===== src/rtl/clock_divider_bank.sv =====
// clock_divider_bank: N_CH independent runtime-programmable clock dividers.
// Each channel toggles clk_out every D_eff enabled cycles and pulses tick on
// each toggle. New divisors go into a per-channel shadow register and are
// applied only at a period boundary, while disabled, or on sync, so no runt
// pulses are produced.
// Optional feature macro: CLKDIV_DUTY_EN adds a per-channel duty_hi input and
// switches each channel to a full-period counter with programmable high time.
module clock_divider_bank #(
    parameter int N_CH        = 4,
    parameter int WIDTH       = 32,
    parameter int DEFAULT_DIV = 50000000,
    localparam int CH_W       = (N_CH > 1) ? $clog2(N_CH) : 1
) (
    input  logic                  clk,
    input  logic                  rst,
`ifdef CLKDIV_DUTY_EN
    input  logic [N_CH*WIDTH-1:0] duty_hi,
`endif
    input  logic [N_CH-1:0]       en,
    input  logic                  sync,
    input  logic                  load_valid,
    output logic                  load_ready,
    input  logic [CH_W-1:0]       load_ch,
    input  logic [WIDTH-1:0]      load_div,
    output logic [N_CH-1:0]       pending,
    output logic [N_CH-1:0]       clk_out,
    output logic [N_CH-1:0]       tick
);

`ifdef CLKDIV_DUTY_EN
    // Counter spans the whole period (2*D_eff cycles), so it needs one extra bit.
    localparam int CNT_W = WIDTH + 1;
`else
    localparam int CNT_W = WIDTH;
`endif

    logic [WIDTH-1:0] div_q    [N_CH];
    logic [WIDTH-1:0] div_d    [N_CH];
    logic [WIDTH-1:0] shadow_q [N_CH];
    logic [WIDTH-1:0] shadow_d [N_CH];
    logic [CNT_W-1:0] count_q  [N_CH];
    logic [CNT_W-1:0] count_d  [N_CH];
    logic [N_CH-1:0]  pending_q, pending_d;
    logic [N_CH-1:0]  clk_out_q, clk_out_d;
    logic [N_CH-1:0]  tick_q, tick_d;

    logic [WIDTH-1:0] d_eff    [N_CH];
    logic [CNT_W-1:0] last_cnt [N_CH];
    logic [N_CH-1:0]  term;
    logic [N_CH-1:0]  accept;
`ifdef CLKDIV_DUTY_EN
    logic [CNT_W-1:0] hi_lim   [N_CH];
`endif

    // Effective divisor, terminal count value and terminal-count detect per channel.
    always_comb begin
        for (int i = 0; i < N_CH; i++) begin
            d_eff[i] = (div_q[i] == '0) ? WIDTH'(1) : div_q[i];
`ifdef CLKDIV_DUTY_EN
            last_cnt[i] = {d_eff[i], 1'b0} - CNT_W'(1);
            hi_lim[i]   = (CNT_W'(duty_hi[i*WIDTH +: WIDTH]) > last_cnt[i])
                          ? last_cnt[i] : CNT_W'(duty_hi[i*WIDTH +: WIDTH]);
`else
            last_cnt[i] = d_eff[i] - WIDTH'(1);
`endif
            // ">=" keeps the counter bounded when a smaller divisor lands
            // while the channel is paused part-way through a period.
            term[i] = (count_q[i] >= last_cnt[i]);
        end
    end

    // Load port: ready reflects the addressed channel's shadow being free;
    // out-of-range channel numbers match no channel and are never ready.
    always_comb begin
        load_ready = 1'b0;
        accept     = '0;
        for (int i = 0; i < N_CH; i++) begin
            if (load_ch == CH_W'(i)) begin
                load_ready = ~pending_q[i];
                accept[i]  = load_valid & ~pending_q[i];
            end
        end
    end

    // Next-state: shadow apply, shadow load, then sync/count/hold per channel.
    always_comb begin
        for (int i = 0; i < N_CH; i++) begin
            div_d[i]     = div_q[i];
            shadow_d[i]  = shadow_q[i];
            pending_d[i] = pending_q[i];
            count_d[i]   = count_q[i];
            clk_out_d[i] = clk_out_q[i];
            tick_d[i]    = 1'b0;

            // Apply only a shadow that was already pending before this edge.
            if (pending_q[i] && (sync || !en[i] || term[i])) begin
                div_d[i]     = shadow_q[i];
                pending_d[i] = 1'b0;
            end
            // Accept is exclusive with apply: it needs pending_q low.
            if (accept[i]) begin
                shadow_d[i]  = load_div;
                pending_d[i] = 1'b1;
            end

            if (sync) begin
                count_d[i]   = '0;
                clk_out_d[i] = 1'b0;
            end else if (en[i]) begin
`ifdef CLKDIV_DUTY_EN
                count_d[i]   = term[i] ? '0 : count_q[i] + CNT_W'(1);
                clk_out_d[i] = (count_d[i] < hi_lim[i]);
                tick_d[i]    = clk_out_d[i] & ~clk_out_q[i];
`else
                if (term[i]) begin
                    count_d[i]   = '0;
                    clk_out_d[i] = ~clk_out_q[i];
                    tick_d[i]    = 1'b1;
                end else begin
                    count_d[i]   = count_q[i] + CNT_W'(1);
                end
`endif
            end
        end
    end

    // State registers with synchronous reset to the default divisor.
    always_ff @(posedge clk) begin
        if (rst) begin
            for (int i = 0; i < N_CH; i++) begin
                div_q[i]    <= WIDTH'(DEFAULT_DIV);
                shadow_q[i] <= '0;
                count_q[i]  <= '0;
            end
            pending_q <= '0;
            clk_out_q <= '0;
            tick_q    <= '0;
        end else begin
            for (int i = 0; i < N_CH; i++) begin
                div_q[i]    <= div_d[i];
                shadow_q[i] <= shadow_d[i];
                count_q[i]  <= count_d[i];
            end
            pending_q <= pending_d;
            clk_out_q <= clk_out_d;
            tick_q    <= tick_d;
        end
    end

    assign pending = pending_q;
    assign clk_out = clk_out_q;
    assign tick    = tick_q;

endmodule


===== config.mk =====
export PLATFORM = sky130hd
export DESIGN_NAME = clock_divider_bank
export DESIGN_NICKNAME = d
export VERILOG_FILES = /design/src/rtl/clock_divider_bank.sv
export SDC_FILE = /design/constraint.sdc
export NUM_CORES = 1
export LEC_CHECK = 0
export CAP_MARGIN = 5
export CORE_ASPECT_RATIO = 0.9
export CORE_MARGIN = 2
export CORE_UTILIZATION = 50
export CTS_CLUSTER_DIAMETER = 40
export DETAILED_ROUTE_END_ITERATION = 6
export HOLD_SLACK_MARGIN = 0.15
export PLACE_DENSITY = 0.64
export SLEW_MARGIN = 20
export SYNTH_ARGS = -nofsm -noshare
export SYNTH_HDL_FRONTEND = slang
export SYNTH_SLANG_ARGS = --single-unit
export TNS_END_PERCENT = 20

===== constraint.sdc =====
create_clock -name clk -period 6.55 [get_ports clk]
set_clock_uncertainty 0.1 [all_clocks]
set_input_delay 1.965 -clock clk [delete_from_list [all_inputs] [get_ports clk]]
set_output_delay 1.965 -clock clk [all_outputs]
set_load 0.005 [all_outputs]

Yosys cells after proc, flatten, opt, wreduce, memory -nomap -nowiden

Memories as Yosys holds them, arrays and structs flattened.
Index checks and enable logic that the tools add are counted.

RAM bits: 384
Register bits: 12
Memory bits (read-only): 0
Output and inout port bits: 13
Logic and storage cells: 151
Memories: 3
Input bits: 42
Latch bits: 0

Memories:

| name     | depth | bits a word | rd ports | clocked after Yosys merged registers in | write ports | RTL line | source |
|---|---|---|---|---|---|---|---|
| count_q  | 4     | 32          | 4        | 0                                       | 4           | 41       | `logic [CNT_W-1:0] count_q [N_CH];` |
| div_q    | 4     | 32          | 4        | 0                                       | 4           | 37       | `logic [WIDTH-1:0] div_q [N_CH];` |
| shadow_q | 4     | 32          | 4        | 0                                       | 4           | 39       | `logic [WIDTH-1:0] shadow_q [N_CH];` |

Divide/modulo/power cells: 0
Shift-type cells: 0
$add $sub $neg: 8
Multipliers: 0
Bitwise gates (word level): 28
Reductions and logical operators: 34
Multiplexer cells: 59
Equality and inequality tests: 3
Magnitude comparators: 4

Operator list:

| cell                  | number |
|---|---|
| $mux 32               | 36 |
| $add 32x1->32 const B | 4 |
| $ge 32x32->1          | 4 |
| $logic_not 32->1      | 4 |
| $sub 32x1->32 const B | 4 |
| $mux 1                | 23 |
| $not 1->1             | 12 |
| $or 1x1->1            | 12 |
| $reduce_or 3->1       | 4 |
| $logic_or 1x1->1      | 8 |
| $reduce_and 2->1      | 4 |
| $reduce_bool 2->1     | 4 |
| $and 1x1->1           | 4 |
| $eq 2x2->1 const B    | 2 |
| $logic_and 1x1->1     | 4 |
| $logic_not 1->1       | 4 |
| $eq 2x1->1 const B    | 1 |
| $logic_not 2->1       | 1 |
| $reduce_or 2->1       | 1 |

Depth between registers and ports, before layout

Gate-level depths: netlist of run 1.

Depth in word-level cells: 8
Mapped depth: 22
Gate-level depth less buffers: 18

Worst setup path before layout of run 1

OpenSTA, ideal clock, no wires.

Path type: reg2reg
Start: mem div_q[2][10]
End: mem div_q[2][10]
Stages on the path, launching flop included: 21
Period minus slack after synthesis: 5.224 ns
Data required time: 6.378 ns
Path slack: 1.326 ns
Library setup time: 0.072 ns
Data arrival time: 5.052 ns
Path buffers: 2
Path through: dfxtp_1 > nor4_1 > and3b_1 > nand4_1 > nor2b_1 > ha_1 > nor3b_1 > nor4b_2 > nand2_1 > nor3_1 > nand2_1 > xor2_1 > ha_1 > nand4_1 > nor4_1 > o21a_1 > or3b_2 > clkbuf_1 > a41oi_1 > buf_2 > mux2i_1

RTL lines:

| what            | RTL line |
|---|---|
| start, declared | 37 |

==> results of run 1 <==
## where the power goes
part	internal (mW)	total (mW)	switching (mW)
registers	2.45	2.48	0.0340
logic	0.118	0.312	0.194
clock network	1.72	2.94	1.22
## registers in the layout, summed over array words and instances (netlist names)
register / count
pending: 4
count_q: 128
clk_out: 4
div_q: 128
shadow_q: 128
tick: 4
## cells by family (layout without fill, tap and decap cells)
| logic type | count (synthesis) | in the layout | synth area share (%) |
|---|---|---|---|
| muxes | 132 | 132 | 6.26 |
| adders and majority gates | 136 | 136 | 8.06 |
| AOI/OAI and AO/OA | 267 | 267 | 7.25 |
| xor gates and xnor gates | 226 | 226 | 9.37 |
| DFF | 396 | 396 | 37.5 |
| and+or+nand+nor | 1215 | 1215 | 28.7 |
| buffers and inverters | 154 | 204 | 2.78 |
## area by class of cell
cell class	instances	area, sq um	share of cell area, %
inverter	26	97.6	0.408
clock inverter	36	389	1.63
timing repair buffer	78	726	3.03
sequential	396	7930	33.1
clock buffer	64	1430	5.97
tap	547	684	2.86
multi-input combinational	1976	12700	53.0
## cell usage in the layout (no fill, tap or decap), drive strengths merged, types with 13 or more instances in the layout
cell type        n
nand2          382
clkinv          17
a21oi          187
or3             23
xor2            95
nor2           199
or4             23
nand3           55
o21ai           21
nor2b           13
clkbuf          64
nor3           158
dfxtp          396
nand4           46
buf             25
nor4            39
inv             40
xnor2          131
mux2i          132
and3            27
and4            19
ha             136
nand3b          13
clkdlybuf4s50   53
nand2b         174
## worst max-delay path, cell delays in order (launching register included)
cell and delay, ps:
dfxtp_1 410, or4_1 250, nor4b_1 110, nand4_1 150, nor2b_1 200, ha_1 200
nor3b_1 470, nor4b_4 460, nand2_1 180, nor3_1 410, nand2_1 130, xor2_1 160
ha_1 310, nand4_1 150, nor4_1 330, o21a_1 180, or3b_2 540, a41oi_4 230
buf_4 480, mux2i_1 270
## layer usage
metal  vias to the layer above  track usage [%]  share of wire, %
met5                         -             1.95              0.24
met4                         4             8.69               3.0
met3                       114             4.07               5.3
met2                       356             39.3                45
met1                      8182             33.1                47
li1                       8776                -                 -
## worst max path at each step
stage	start	to	slack, ps	depth (start not counted)
after floorplan	div_q[2][10]	div_q[2][10]	1330	20
after global placement	div_q[2][4]	div_q[2][11]	830	19
after detailed placement	div_q[2][10]	div_q[2][25]	630	19
after CTS	div_q[2][10]	div_q[2][11]	570	19
after global routing	div_q[2][4]	div_q[2][0]	140	19
final	div_q[2][4]	div_q[2][11]	700	19
## stage by stage
step | hold slack, ps | area [sq um] | std cells
after global routing | 371 | 23900 | 3123
after CTS | 355 | 23900 | 3123
final | 354 | 23900 | 3123
after floorplan | 337 | 21100 | 2526
after detailed placement | 347 | 22100 | 3023
after global placement | 342 | 22100 | 3023
==> flow_summary.json, run 1 <==
{
  "status": "completed",
  "antenna_cells": 0,
  "ir_worst_vdd_v": 0.000221,
  "vias": 17400,
  "die_w_um": 221,
  "fillers": 3839,
  "hold_path.class": "reg -> reg",
  "worstSetupStartpointType": "flip-flop",
  "synth.most_common_cell": "dfxtp_1",
  "synth_area_leaders": "dfxtp_1 38%, ha_1 8.1%, nand2_1 6.8%",
  "cap_violations": 0,
  "finalMaxSlewViolations": 0,
  "cts-htree-levels": 2,
  "critPathMaxFanout": 32,
  "syn_to_final_growth_pct": 13.3,
  "cp-end-kind": "flip-flop",
  "hold_buffers": 0,
  "ys_top_cells_by_count": "396 x dfxtp_1, 382 x nand2_1, 199 x nor2_1, 187 x a21oi_1, 174 x nand2b_1",
  "viasPerCell": 5.58,
  "postSynthCellCount": 2526,
  "p_per_area_nw_per_um2": 240,
  "p_leak_nw": 8.62,
  "grt_pass1_wl_um": 85900,
  "hpwlAfterDp_um": 37000,
  "grt_overflow": 0,
  "dr.pass1.iters": 6,
  "cts-root-buf": "clkbuf_16",
  "synth_seq_cells": 396,
  "ioPinCount": 55,
  "setup_slack_ps": 699,
  "min_period_ps": 5850,
  "fmax_ghz": 0.171,
  "synth_flop_cell": "dfxtp_1",
  "finalCritPeriodShare_pct": 89.3,
  "setup_viol": 0,
  "synth_cell_types": 60,
  "avgSynthCellArea_sq_um": 8.36,
  "cts_resized": 0,
  "numPortBuffers": 54,
  "synth_edf_count": 0,
  "worstRegToRegCells": 19,
  "track_usage_pct": 24.5,
  "die_area_sq_um": 43900,
  "setup_tns_ps": 0,
  "r2r-end": "div_q[2][11]",
  "synth-seq-area-share_pct": 37.5,
  "cp.required_ps": 6970,
  "synth_nets": 2704,
  "wl_per_cell_um": 17.0,
  "min_delay_path_depth": 2,
  "post_cts_buffers": 0,
  "synth.top_cell.area_share_pct": 37.5,
  "criticalPathCategory": "reg -> reg",
  "holdCritStartpoint": "shadow_q[1][27]",
  "drive_gt1_share_pct": 5.63,
  "first_global_vias": 16800,
  "core_region_area_sq_um": 41800,
  "clkTransAtPathRegs_ps": 60,
  "total_power_mw": 5.73,
  "start_util_pct": 50.6,
  "holdPathEnd": "shadow_q[1][27]",
  "drt.antenna.violating_nets": 0,
  "synth_top_area_cell": "dfxtp_1",
  "drc_errors": 0,
  "fin_util_pct": 57.3,
  "reg2reg_setup_slack_ps": 700,
  "yosys_warnings": 0,
  "worst_pin_slew_ps": 967,
  "drt_wl_total_um": 53200,
  "clock_latency_ps": 610,
  "r2r_start": "div_q[2][4]",
  "die_h_um": 199,
  "hold_violations": 0,
  "gp_congestion": 0.854,
  "rsz0062_at_grt": "false",
  "grt_max_degree": 156,
  "clock_sinks": 396,
  "final_nets": 2710,
  "netlist_area_sq_um": 21100,
  "post-place-ws_ps": 626,
  "antenna_found_initial": 1,
  "cts_buffers": 54,
  "synthArstFlopShare_pct": 0,
  "cp.arrival_ps": 6270,
  "cts_tree": "built",
  "drt_iter0_drc": 1187,
  "clockBufferDepth": 3,
  "num_rows": 71,
  "relSlewSlack_pct": 34.9
}
No activity file was read; power rests on OpenSTA's default activity.
==> run 2: changes to the inputs <==
Settings changed: GPL_TIMING_DRIVEN set to 0.
==> run 2 against run 1 <==
Against the previous run: non-clock buffer count is 106 higher; power is 7.9% higher; worst hold slack better by 1.5 ps; via count is 3.6% higher; first-iteration DRC count rose by 5.6%; final area grew 2.8%; critical path type unchanged; critical endpoint is now count_q[3][27]; highest routed layer is now met4.
==> flow_summary.json, run 2 (synthesis gave the netlist of run 1 again) <==
{
  "post-place-ws_ps": -134,
  "die_w_um": 221,
  "track_usage_pct": 26.4,
  "reg2reg_setup_slack_ps": 480,
  "die_h_um": 199,
  "vias": 18100,
  "start_util_pct": 50.6,
  "hpwlAfterDp_um": 43200,
  "die_area_sq_um": 43900,
  "worstRegToRegCells": 21,
  "ir_worst_vdd_v": 0.000205,
  "drt_iter0_drc": 1253,
  "dr.pass1.iters": 5,
  "first_global_vias": 17300,
  "core_region_area_sq_um": 41800,
  "cts-htree-levels": 2,
  "status": "completed",
  "drive_gt1_share_pct": 5.79,
  "r2r_start": "div_q[3][25]",
  "final_nets": 2823,
  "fillers": 3795,
  "cp-end-kind": "flip-flop",
  "criticalPathCategory": "reg -> reg",
  "hold_violations": 0,
  "final_common_cell": "dfxtp_1",
  "cts_tree": "built",
  "numPortBuffers": 52,
  "syn_to_final_growth_pct": 16.4,
  "startpoint": "div_q[3][25]",
  "p_leak_nw": 8.87,
  "dpl-instance-area_sq_um": 22300,
  "drt.antenna.violating_nets": 0,
  "wl_per_cell_um": 17.8,
  "antenna_cells": 0,
  "cap_violations": 0,
  "clkTransAtPathRegs_ps": 50,
  "hold_path.class": "reg -> reg",
  "cp_slowest_cell": "or4_1",
  "path_cells": "or4_1 > or4_1 > nor4_1 > and2_1 > clkbuf_1 > nor2_1 > ha_1 > nand2_1 > or4_1 > buf_2 > or4_4 > nor3_2 > xnor2_1 > ha_1 > nand4_1 > nor4_1 > o21ai_0 > a31oi_2 > o21a_1 > buf_1 > nor3_1",
  "critPathMaxFanout": 10,
  "hold_buffers": 0,
  "finalCritPeriodShare_pct": 92.6,
  "grt_overflow": 0,
  "cp.required_ps": 6900,
  "p_per_area_nw_per_um2": 252,
  "cts_buffers": 61,
  "multi_input_area_sq_um": 12700,
  "setup_slack_ps": 483,
  "relSlewSlack_pct": 27.4,
  "clock_sinks": 396,
  "drc_errors": 0,
  "gp_congestion": 0.941,
  "drt_wl_total_um": 57600,
  "min_delay_path_depth": 2,
  "clockBufferDepth": 3,
  "cp_slowest_stage_delay_ps": 620,
  "finalMaxSlewViolations": 0,
  "worstSetupStartpointType": "flip-flop",
  "ioPinCount": 55,
  "regArea_sq_um": 7930,
  "grt_max_degree": 16,
  "critPathMostFrequentCell": "or4_1",
  "fmax_ghz": 0.165,
  "setup_viol": 0,
  "cts-root-buf": "clkbuf_16",
  "layout_common_cells": "396 x dfxtp_1, 382 x nand2_1, 198 x nor2_1",
  "final_cell_area_sq_um": 24600,
  "num_rows": 71,
  "worst_pin_slew_ps": 1090,
  "top_regs": "count_q: 128 flops, div_q: 128 flops, shadow_q: 128 flops",
  "min_period_ps": 6070,
  "cp.arrival_ps": 6420,
  "antenna_found_initial": 1,
  "clock_latency_ps": 630,
  "viasPerCell": 5.57,
  "holdCritStartpoint": "shadow_q[3][29]",
  "grt_pass1_wl_um": 90700
}
run 2: critical path: cells and delay by family, from the launching register on:
kind | cells | cell delay, ps
simple gates | 12 | 3090
compound gates | 3 | 860
buf+inv | 3 | 780
fa+ha+maj | 2 | 540
flops | 1 | 380
xor+xnor | 1 | 140
run 2: power by group:
group          switching [mW]  internal, mW
clock network            1.30          2.06
registers              0.0352          2.45
logic                   0.217         0.124
total                    1.55          4.64
run 2: layer usage:
metal  global-route usage (%)  vias to the layer above  part of all wire, %
met5                        0                        -                    0
met2                     42.7                      393                   46
met3                     7.75                       84                  7.5
met4                     6.89                        0                  2.0
met1                     34.5                     8584                   45
li1                         -                     9005                    -
run 2: path summary, 6_finish.rpt:
path / end
min reg2reg: shadow_q[3][29]
min: shadow_q[3][29]
max reg2reg: count_q[3][27]
max: count_q[3][27]
run 2: repair_timing:
item	in CTS	in global routing
gates resized for setup	2	16
endpoints found under the setup margin	30	182
setup buffers	0	3
pin swaps	0	1
run 2: metrics by stage:
stage	std cells	utilization (%)	hold slack (ps)	total power, mW	TNS [ps]
detailed placement	3126	53.5	348	2.87	-2050
finish	3242	58.9	355	6.19	0
global placement	3125	53.5	343	2.86	0
global route	3242	58.9	373	6.38	-5.61
CTS	3239	58.7	356	6.23	0
floorplan	2526	-	337	2.72	0
run 2: area by class of cell:
class	instances	area share, %
inverter	26	0.397
clock inverter	41	1.85
timing repair buffer	56	2.27
clock buffer	72	6.84
sequential	396	32.3
tap	547	2.78
buffer	128	2.03
multi-input combinational	1976	51.6
==> run 3: changes to the inputs <==
Settings changed: CAP_MARGIN 5 to unset.
==> results of run 3 <==
Final layout, timing and power as in run 2 (identical DEF).
